`src/rtl/nhan_acc16_if.sv`:
```
// nhan_acc16_if: product-in and result-out handshakes for the nhan_acc16 accumulator.
// The slave modport is the accumulator side; the master modport is the producer/consumer side.
interface nhan_acc16_if #(
  parameter int ACC_W = 24
) ();

  logic             p_valid;
  logic             p_ready;
  logic [15:0]      p_data;
  logic             acc_valid;
  logic             acc_ready;
  logic [ACC_W-1:0] acc_data;

  modport slave (
    input  p_valid,
    input  p_data,
    input  acc_ready,
    output p_ready,
    output acc_valid,
    output acc_data
  );

  modport master (
    output p_valid,
    output p_data,
    output acc_ready,
    input  p_ready,
    input  acc_valid,
    input  acc_data
  );

endinterface

```
`src/rtl/nhan_acc16.sv`:
```
// nhan_acc16: sums a programmed number of 16-bit unsigned products into an
// ACC_W-bit accumulator and holds the total on a valid/ready result handshake.
// Optional feature macro: NHAN_ACC_SAT_EN (saturate on overflow instead of wrapping).
module nhan_acc16 #(
  parameter int ACC_W = 24,
  parameter int CNT_W = 4
) (
  input  logic             clk,
  input  logic             rst_n,
  input  logic             start,
  input  logic [CNT_W-1:0] len,
  nhan_acc16_if.slave      bus,
  output logic             busy,
  output logic             ovf
);

  typedef enum logic [1:0] {
    IDLE = 2'd0,
    ACC  = 2'd1,
    DONE = 2'd2
  } state_t;

  state_t           state_q, state_d;
  logic [ACC_W-1:0] acc_q, acc_d;
  logic             ovf_q, ovf_d;
  logic [CNT_W-1:0] rem_q, rem_d;

  logic             xfer;
  logic [ACC_W:0]   sum;
  logic             carry;

  // Handshake outputs decode the registered state only.
  always_comb begin
    bus.p_ready   = (state_q == ACC);
    bus.acc_valid = (state_q == DONE);
    busy          = (state_q != IDLE);
  end

  assign bus.acc_data = acc_q;
  assign ovf          = ovf_q;

  // One-bit-wider unsigned sum so the carry out of the accumulator is visible.
  always_comb begin
    xfer  = (state_q == ACC) && bus.p_valid;
    sum   = {1'b0, acc_q} + {{(ACC_W - 15){1'b0}}, bus.p_data};
    carry = sum[ACC_W];
  end

  // Next-state, accumulator, remaining-count and overflow logic.
  always_comb begin
    state_d = state_q;
    acc_d   = acc_q;
    ovf_d   = ovf_q;
    rem_d   = rem_q;
    unique case (state_q)
      IDLE: begin
        if (start) begin
          acc_d   = '0;
          ovf_d   = 1'b0;
          rem_d   = len;
          state_d = (len == '0) ? DONE : ACC;
        end
      end
      ACC: begin
        if (xfer) begin
`ifdef NHAN_ACC_SAT_EN
          // Once clamped the accumulator stays all ones for the rest of the run.
          if (ovf_q || carry) begin
            acc_d = '1;
            ovf_d = 1'b1;
          end else begin
            acc_d = sum[ACC_W-1:0];
          end
`else
          acc_d = sum[ACC_W-1:0];
          ovf_d = ovf_q | carry;
`endif
          rem_d = rem_q - CNT_W'(1);
          if (rem_q == CNT_W'(1)) begin
            state_d = DONE;
          end
        end
      end
      DONE: begin
        if (bus.acc_ready) begin
          state_d = IDLE;
        end
      end
      default: begin
        state_d = IDLE;
      end
    endcase
  end

  // State and datapath registers with asynchronous active-low reset.
  always_ff @(posedge clk or negedge rst_n) begin
    if (!rst_n) begin
      state_q <= IDLE;
      acc_q   <= '0;
      ovf_q   <= 1'b0;
      rem_q   <= '0;
    end else begin
      state_q <= state_d;
      acc_q   <= acc_d;
      ovf_q   <= ovf_d;
      rem_q   <= rem_d;
    end
  end

endmodule

```
`src/flat_wrapper.sv`:
```
// flat-port wrapper written by rule: the top's interface ports become plain ports
module nhan_acc16_flat 
#(
  parameter int ACC_W = 24,
  parameter int CNT_W = 4
)
  (clk, rst_n, start, len, busy, ovf, bus_p_valid, bus_p_data, bus_acc_ready, bus_p_ready, bus_acc_valid, bus_acc_data);
  nhan_acc16_if #(.ACC_W(ACC_W)) bus_i ();
  input  logic clk;
  input  logic rst_n;
  input  logic start;
  input  logic [CNT_W-1:0] len;
  output logic busy;
  output logic ovf;
  input wire logic [$bits(bus_i.p_valid)-1:0] bus_p_valid;
  input wire logic [$bits(bus_i.p_data)-1:0] bus_p_data;
  input wire logic [$bits(bus_i.acc_ready)-1:0] bus_acc_ready;
  output wire logic [$bits(bus_i.p_ready)-1:0] bus_p_ready;
  output wire logic [$bits(bus_i.acc_valid)-1:0] bus_acc_valid;
  output wire logic [$bits(bus_i.acc_data)-1:0] bus_acc_data;
  assign bus_i.p_valid = bus_p_valid;
  assign bus_i.p_data = bus_p_data;
  assign bus_i.acc_ready = bus_acc_ready;
  assign bus_p_ready = bus_i.p_ready;
  assign bus_acc_valid = bus_i.acc_valid;
  assign bus_acc_data = bus_i.acc_data;
  nhan_acc16 #(.ACC_W(ACC_W), .CNT_W(CNT_W)) u_core (.clk(clk), .rst_n(rst_n), .start(start), .len(len), .bus(bus_i), .busy(busy), .ovf(ovf));
endmodule
```
`config.mk`:
```
export PLATFORM = sky130hd
export DESIGN_NAME = nhan_acc16_flat
export DESIGN_NICKNAME = d
export VERILOG_FILES = /design/src/rtl/nhan_acc16_if.sv /design/src/rtl/nhan_acc16.sv /design/src/flat_wrapper.sv
export SDC_FILE = /design/constraint.sdc
export NUM_CORES = 1
export LEC_CHECK = 0
export CORE_MARGIN = 5
export CORE_UTILIZATION = 50
export DETAILED_ROUTE_END_ITERATION = 7
export PLACE_DENSITY = 0.85
export SLEW_MARGIN = 20
export SYNTH_ARGS = -nofsm -noshare
export SYNTH_HDL_FRONTEND = slang
export SYNTH_SLANG_ARGS = --single-unit
```
`constraint.sdc`:
```
create_clock -name clk -period 4.5 [get_ports clk]
set_clock_uncertainty 0.1 [all_clocks]
set_input_delay 0.9 -clock clk [delete_from_list [all_inputs] [get_ports clk]]
set_output_delay 0.9 -clock clk [all_outputs]
set_load 0.02 [all_outputs]
```
== After elaboration in Yosys (flattened, before gate mapping) ==
Index checks and enable logic that the tools add are counted.
Operators by class
  add/sub/neg operators: 2
  eq/ne operators: 7
  multiplexer cells: 15
  bitwise operators: 1
  reductions and logical operators: 7
Operators with widths (number)
  24-bit 2-to-1 mux: 2
  24-bit one-hot mux with 2 select lines: 1
  24-bit by 16-bit adder with 25-bit output: 1
  2-bit 2-to-1 mux: 5
  4-bit 2-to-1 mux: 2
  4-bit one-hot mux with 2 select lines: 1
  2-bit one-hot mux with 3 select lines: 1
  4-bit by 1-bit equality test with 1-bit output (second input constant): 1
  4-bit logical NOT: 1
  2-bit by 1-bit inequality test with 1-bit output (second input constant): 2
  2-bit inequality test (second input constant): 2
  4-bit AND reduction: 1
  2-bit nonzero test: 2
  4-bit by 1-bit subtractor with 4-bit output (second input constant): 1
  3-bit AND reduction: 1
  2-bit by 1-bit equality test with 1-bit output (second input constant): 1
  2-bit equality test (second input constant): 1
  2-bit logical NOT: 1
  1-bit 2-to-1 mux: 2
  1-bit one-hot mux with 2 select lines: 1
  1-bit logical AND: 1
  1-bit OR: 1
Storage, ports and cells
  register bits after elaboration: 31
  input bits: 25
  output and inout bits: 28
  word-level logic and storage cells: 36

== Longest topological paths before layout ==
  depth in word-level cells: 4
  gate-level depth with buffers: 8
  mapped depth without buffers: 8

== Worst setup path after synthesis ==
No wires, ideal clock.
  kind: input-to-reg
  from: input port bus_p_data[0]
  to: register u_core.ovf_q (netlist: u_core.ovf)
  setup time: 0.126 ns
  arrival: 2.568 ns
  data required time: 4.274 ns
  slack: 1.706 ns
  cell stages on the path: 8
  cell sequence: ha_1 fa_1 a21oi_1 o21ai_0 a211o_1 nand3_1 nor2_1 o311a_1
Between the ends
  longest elaborated chain between the ends: 4
Ends and longest elaborated chain
  from (decl): RTL line flat_wrapper.sv:16  | input wire logic [$bits(bus_i.p_data)-1:0] bus_p_data;
  24-bit by 16-bit adder with 25-bit output: RTL line nhan_acc16.sv:45  | sum = {1'b0, acc_q} + {{(ACC_W - 15){1'b0}}, bus.p_data};
  1-bit OR: RTL line nhan_acc16.sv:76  | ovf_d = ovf_q | carry;
  1-bit 2-to-1 mux: RTL line nhan_acc16.sv:65  | if (xfer) begin
  1-bit one-hot mux with 2 select lines: RTL line nhan_acc16.sv:55  | unique case (state_q)
  to (signal assigned): RTL line nhan_acc16.sv:105  | ovf_q <= ovf_d;
  to (decl): RTL line nhan_acc16.sv:25  | logic ovf_q, ovf_d;
Every way passes these cells. The select of a mux whose other input is x is not followed.
A chain may end at the register's enable or synchronous reset.

== Worst setup path in the final report ==
  from: input port bus_p_data[0]
  to: register u_core.acc_q[22] (netlist: u_core.bus.acc_data[22])
Between the ends
  longest elaborated chain between the ends: 3
Ends and longest elaborated chain
  24-bit by 16-bit adder with 25-bit output: RTL line nhan_acc16.sv:45
  24-bit 2-to-1 mux: RTL line nhan_acc16.sv:65
  24-bit one-hot mux with 2 select lines: RTL line nhan_acc16.sv:55
  to (signal assigned): RTL line nhan_acc16.sv:99  | acc_q <= '0;
  to (signal assigned): RTL line nhan_acc16.sv:104  | acc_q <= acc_d;
  to (decl): RTL line nhan_acc16.sv:24  | logic [ACC_W-1:0] acc_q, acc_d;
Every way passes these cells. The select of a mux whose other input is x is not followed.

==> impl_metrics.csv <==
group,metric,value,unit
outcome,status,"finished, final reports clean",
global_routing,grt_max_degree,32,
drt,drtAntennaViolNets,0,
clock_network,clk_latency,0.29,ns
floorplanning,start_util,0.5262,
synth,synth_nets,319,
drt,drc,0,
drt,routed_via_density,6.050,
floorplanning,die_x,78.39,um
critical_path,reg2regPathDepth,8,
timing,hold_slack,0.4177,ns
synth,ys_top_cells_by_area,"dfrtp_1 33%, ha_1 9.6%, o21ai_0 5.8%, nand2_1 5.1%, a21oi_1 3.9%",
synth,netlist_instances,275,
layout,final_area,2997,um2
hold_path,hp-class,"reg -> reg",
clock_network,root_buffer,"clkbuf_8",
synth,synthMuxAreaShare,0.01712,
critical_path,cp-start-kind,"input pin",
layout,nNetsFinal,369,
critical_path,critPathTopFamily,"compound AO/OA/AOI/OAI gates",
synth,synth_top_area_frac,0.3317,
floorplanning,die_h,78.39,um
critical_path,cp_cell_sequence,"clkdlybuf4s50_1 > ha_1 > fa_1 > a21oi_1 > o21ai_0 > o21ai_0 > a21oi_1 > or3_1 > nand3_1",
critical_path,path_class,"in -> reg",
synth,ys_ff_latch,31,
drt,dr.pass1.iters,4,
critical_path,crit_path_max_incr_delay,0.41,ns
placement,routabilityCongestion,0.8631,
synth,async_reset_ff_frac,1.000,
critical_path,crit_arrival,3.27,ns
timing,setup_viol,0,
placement,post_dp_cell_area,2890,um2
timing,worstMarginPinSlew,0.6511,ns
pwr,ir_drop,0.3182,mV
floorplanning,fp-row-count,24,
synth,avgSynthCellArea,8.504,um2
critical_path,cp.depth,9,
synth,synth_cell_type_count,54,
global_routing,grt_use_total,0.1919,
clock_network,cts_tree,"built",
synth,synth-compound-area-share,0.2402,
drt,drt_iter0_drc,172,
clock_network,post_cts_buffers,0,
global_routing,grt_overflow_total,0,
global_routing,grt_pass1_wl,9.687,mm
synth,synthAdderAreaFrac,0.1049,
run,drv_cap,0,
synth,synthSimpleGateAreaFrac,0.2290,
timing,max_freq,318.2,MHz
placement,portBuffers,52,
timing,min_period,3.143,ns
critical_path,critPathRequiredTime,4.63,ns
floorplanning,io-pin-count,53,
global_routing,first_global_vias,2183,
timing,post-route-period-util,0.6984,
timing,final.setup.tns,0,ns
clock_network,cts_made_buffers,5,
global_routing,antenna_found_initial,0,
synth,netlist_area,2338,um2
layout,area_growth,28.14,%
synth,synth-edff-count,0,
pwr,power.density,638.2,nW/um2
drt,routed_wl,5.637,mm
critical_path,worst-path-buf-inv,1,
synth,yosys.area.top_type,"dfrtp_1",
critical_path,slowest_stage,"fa_1",
layout,fillers,379,
critical_path,path_max_fanout,5,
synth,ys.warnings.count,0,
drt,wire_per_inst,14.91,um
placement,dp_slack,1.086,ns
timing,relSlewSlack,0.5640,
clock_network,path_clk_slew,0.07,ns
timing,rsz0062_at_grt,"false",
layout,num_antenna_cells,0,
floorplanning,die_area,6145,um2
timing,slew_violations,0,
drt,vias,2287,
synth,synth_top_family_by_area,"compound AO/OA/AOI/OAI gates",
clock_network,cts_sinks,31,
layout,final_common_cell,"clkdlybuf4s50_1",
layout,final_cell_mix,"52 x clkdlybuf4s50_1, 32 x nand2_1, 31 x dfrtp_1",
critical_path,crit_path_end_kind,"flop",
clock_network,cts_hold_buf,0,
clock_network,cts_resized,0,
layout,drive_above_1_share,0.05215,
clock_network,clock_path_buffers,2,
pwr,power.leakage,1.301,nW
timing,finalHoldViolCount,0,
timing,setup_ws,1.357,ns
synth,dominantRegCellSynth,"dfrtp_1",
floorplanning,core,4444,um2
synth,synth_xor_area_frac,0.04494,
placement,dp_hpwl,4.251,mm
hold_path,min_path_cells,2,
synth,yosysSeqAreaShare,0.3317,
clock_network,ctsHtreeMaxLevel,2,
## synth_stat cells, types with 3 or more instances
master    number
nand2_1       32
dfrtp_1       31
o21ai_0       27
a21oi_1       18
ha_1          18
nor2_1        18
nand3_1       11
nand2b_1       8
o211ai_1       8
xnor2_1        8
inv_1          7
buf_2          5
clkbuf_1       5
nor3_1         5
and3_1         4
mux2i_1        4
nand4_1        4
or3_1          4
xor2_1         4
a211oi_1       3
a21o_1         3
nor2b_1        3
o21a_1         3
o31ai_1        3
## cells by family after synthesis
family	count (synthesis)
AOI/OAI and AO/OA	87
buffers and inverters	18
muxes	4
xor gates and xnor gates	12
DFF	31
adders and majority gates	19
and+or+nand+nor	104
## worst register-to-register path: stages, from the launching register on
cell and delay [ns]:
dfrtp_1 0.40, ha_1 0.24, fa_1 0.41, a21oi_1 0.17, o21ai_0 0.17, o21ai_0 0.31, a21oi_1 0.22, or3_1 0.38
nand3_1 0.08
## metrics by stage
stage | power [mW] | std cells | util
after global routing | 2.079 | 378 | 0.6743
after detailed placement | 1.656 | 370 | 0.6503
after CTS | 1.917 | 378 | 0.6737
final | 1.912 | 378 | 0.6743
after global placement | 1.629 | 370 | 0.6503
after floorplan | 1.297 | 275 | -
## final cells by class
type | count | area [um2] | share of cell area
Clock buffer | 7 | 96.34 | 0.03215
Clock inverter | 1 | 7.507 | 0.002505
Inverter | 7 | 26.28 | 0.008768
Multi-Input combinational cell | 226 | 1490 | 0.4973
Sequential cell | 31 | 775.7 | 0.2589
Tap cell | 52 | 65.06 | 0.02171
Timing Repair Buffer | 54 | 535.5 | 0.1787
## worst paths after layout
check	to	slack (ns)	startpoint
worst min-delay path	u_core.bus.acc_data[15]	0.42	u_core.bus.acc_data[15]
max in group asynchronous	u_core.bus.acc_data[12]	3.07	rst_n
min in group asynchronous	u_core.bus.acc_data[0]	0.91	rst_n
worst min register to register	u_core.bus.acc_data[15]	0.42	u_core.bus.acc_data[15]
worst max register to register	u_core.bus.acc_data[22]	1.95	u_core.bus.acc_data[0]
worst max-delay path	u_core.bus.acc_data[22]	1.36	bus_p_data[0]
## sequential cells by signal (all words and copies together), names as in the netlist
signal               cells
u_core.ovf               1
u_core.bus.acc_data     24
u_core.state_q           2
u_core.rem_q             4
## power breakdown
| part | internal, mW | switching [mW] | total, mW | leakage [nW] |
|---|---|---|---|---|
| logic | 0.512 | 0.659 | 1.17 | 0.861 |
| clock network | 0.139 | 0.112 | 0.251 | 0.0505 |
| registers | 0.384 | 0.108 | 0.491 | 0.389 |
## layer usage
metal | track usage | up-vias | share of wire
met5 | 0 | - | 0
met2 | 0.3168 | 78 | 0.46
met1 | 0.2534 | 1071 | 0.46
met4 | 0.07517 | 0 | 0.016
met3 | 0.02975 | 10 | 0.055
li1 | - | 1128 | -
Note: power is estimated with default switching activity, not from simulation.
==> RTL change (same flow settings) <==
Make the reset (`rst_n`) synchronous in one clocked block. Comments in the files are not updated.
--- a/src/rtl/nhan_acc16.sv
+++ b/src/rtl/nhan_acc16.sv
@@ -93,7 +93,7 @@
   end
 
   // State and datapath registers with asynchronous active-low reset.
-  always_ff @(posedge clk or negedge rst_n) begin
+  always_ff @(posedge clk) begin
     if (!rst_n) begin
       state_q <= IDLE;
       acc_q   <= '0;
Function: differs if rst_n is asserted again (counterexample within 4 cycles, from zero or initial values and one cycle with rst_n low); with rst_n held inactive, the same outputs for 10 cycles.
==> RTL change against the unedited design <==
- synthesized cell count down 1.1%
- worst setup slack better by 0.021 ns
- register-to-register slack better by 0.11 ns
- maximum frequency up 0.66%
- sequential share of layout area down 3.8 points
- largest cell class unchanged
- sequential cell count unchanged
- final area down 6.1%
- highest routed layer unchanged
- synthesized area down 6.4%
- wire length down 2.8%
Power is not compared: it rests on default switching activity, and its combinational part moved more than twofold at a synthesized area within 25%.
==> RTL change: results <==
metrics = {
    "setup_path": {
        "cp_data_arrival_time_ns": 3.15,
        "r2r_cells": 4,
        "worstReg2RegStart": "u_core.state_q[1]",
    },
    "yosys": {
        "synthDistinctLibCells": 53,
        "seq_area_frac_synth": 0.284,
        "synth_nets": 316,
        "netlist_top_cells_count": "sky130_fd_sc_hd__dfxtp_1 (31), sky130_fd_sc_hd__a21oi_1 (23), sky130_fd_sc_hd__nand2_1 (22), sky130_fd_sc_hd__o21ai_0 (20), sky130_fd_sc_hd__ha_1 (18)",
    },
    "detailed_routing": {
        "drtIter0Drc": 152,
        "wl_per_cell_microns": 14.6,
    },
    "layout": {
        "buf_share": 0.185,
        "multi_input_combinational_area_share": 0.531,
        "buffers_excl_clock": 52,
        "final.fill_count": 413,
        "nFlopsAndLatches": 31,
        "drive_gt1_frac": 0.0466,
    },
    "placement": {
        "gp_congestion": 0.808,
        "place_area_sq_mm": 0.00273,
        "place_hpwl_microns": 4070,
    },
    "floorplan": {
        "fp.dieArea_sq_mm": 0.00580,
    },
    "sta": {
        "final.hold.worst_slack_ns": 0.373,
    },
    "global_routing": {
        "grt.met1_usage": 0.231,
        "vias_in_the_first_global_route": 2112,
        "overall_fraction_of_global_route_tracks_in_use": 0.186,
        "maximum_number_of_pins_on_one_net_before_global_route_repair": 18,
        "grt_first_pass_wirelength_microns": 9240,
    },
    "hold_path": {
        "hold-path-endpoint": "u_core.ovf",
    },
    "run_status": {
        "result_of_the_run": "completed",
    },
}
-- RTL change: cell types whose count changed after synthesis, sizes merged, moves of 6 or more --
cell / change
o211ai: -7
dfrtp: -31
nor2b: +6
dfxtp: +31
nand2b: -8
nand2: -11
-- RTL change: tightest hold or removal path: cells and delay by family, from the launching register on --
family / cells / cell delay (ns)
flip-flops: 1 / 0.31
AND/OR/NAND/NOR: 1 / 0.06
AO/OA/AOI/OAI: 1 / 0.06
-- RTL change: through the flow --
step	setup WS [ns]	std cells	power, mW	utilization
floorplan	1.79	272	0.538	-
global placement	1.16	367	0.628	0.635
detailed placement	1.11	367	0.635	0.635
CTS	1.40	374	0.867	0.656
global route	1.16	374	0.915	0.656
finish	1.38	374	0.860	0.656
-- RTL change: cells by family after synthesis --
family / share of synthesized area
muxes: 0.00915
xor gates and xnor gates: 0.0440
DFF: 0.284
buffers and inverters: 0.0332
and+or+nand+nor: 0.244
adders and majority gates: 0.112
AOI/OAI and AO/OA: 0.274
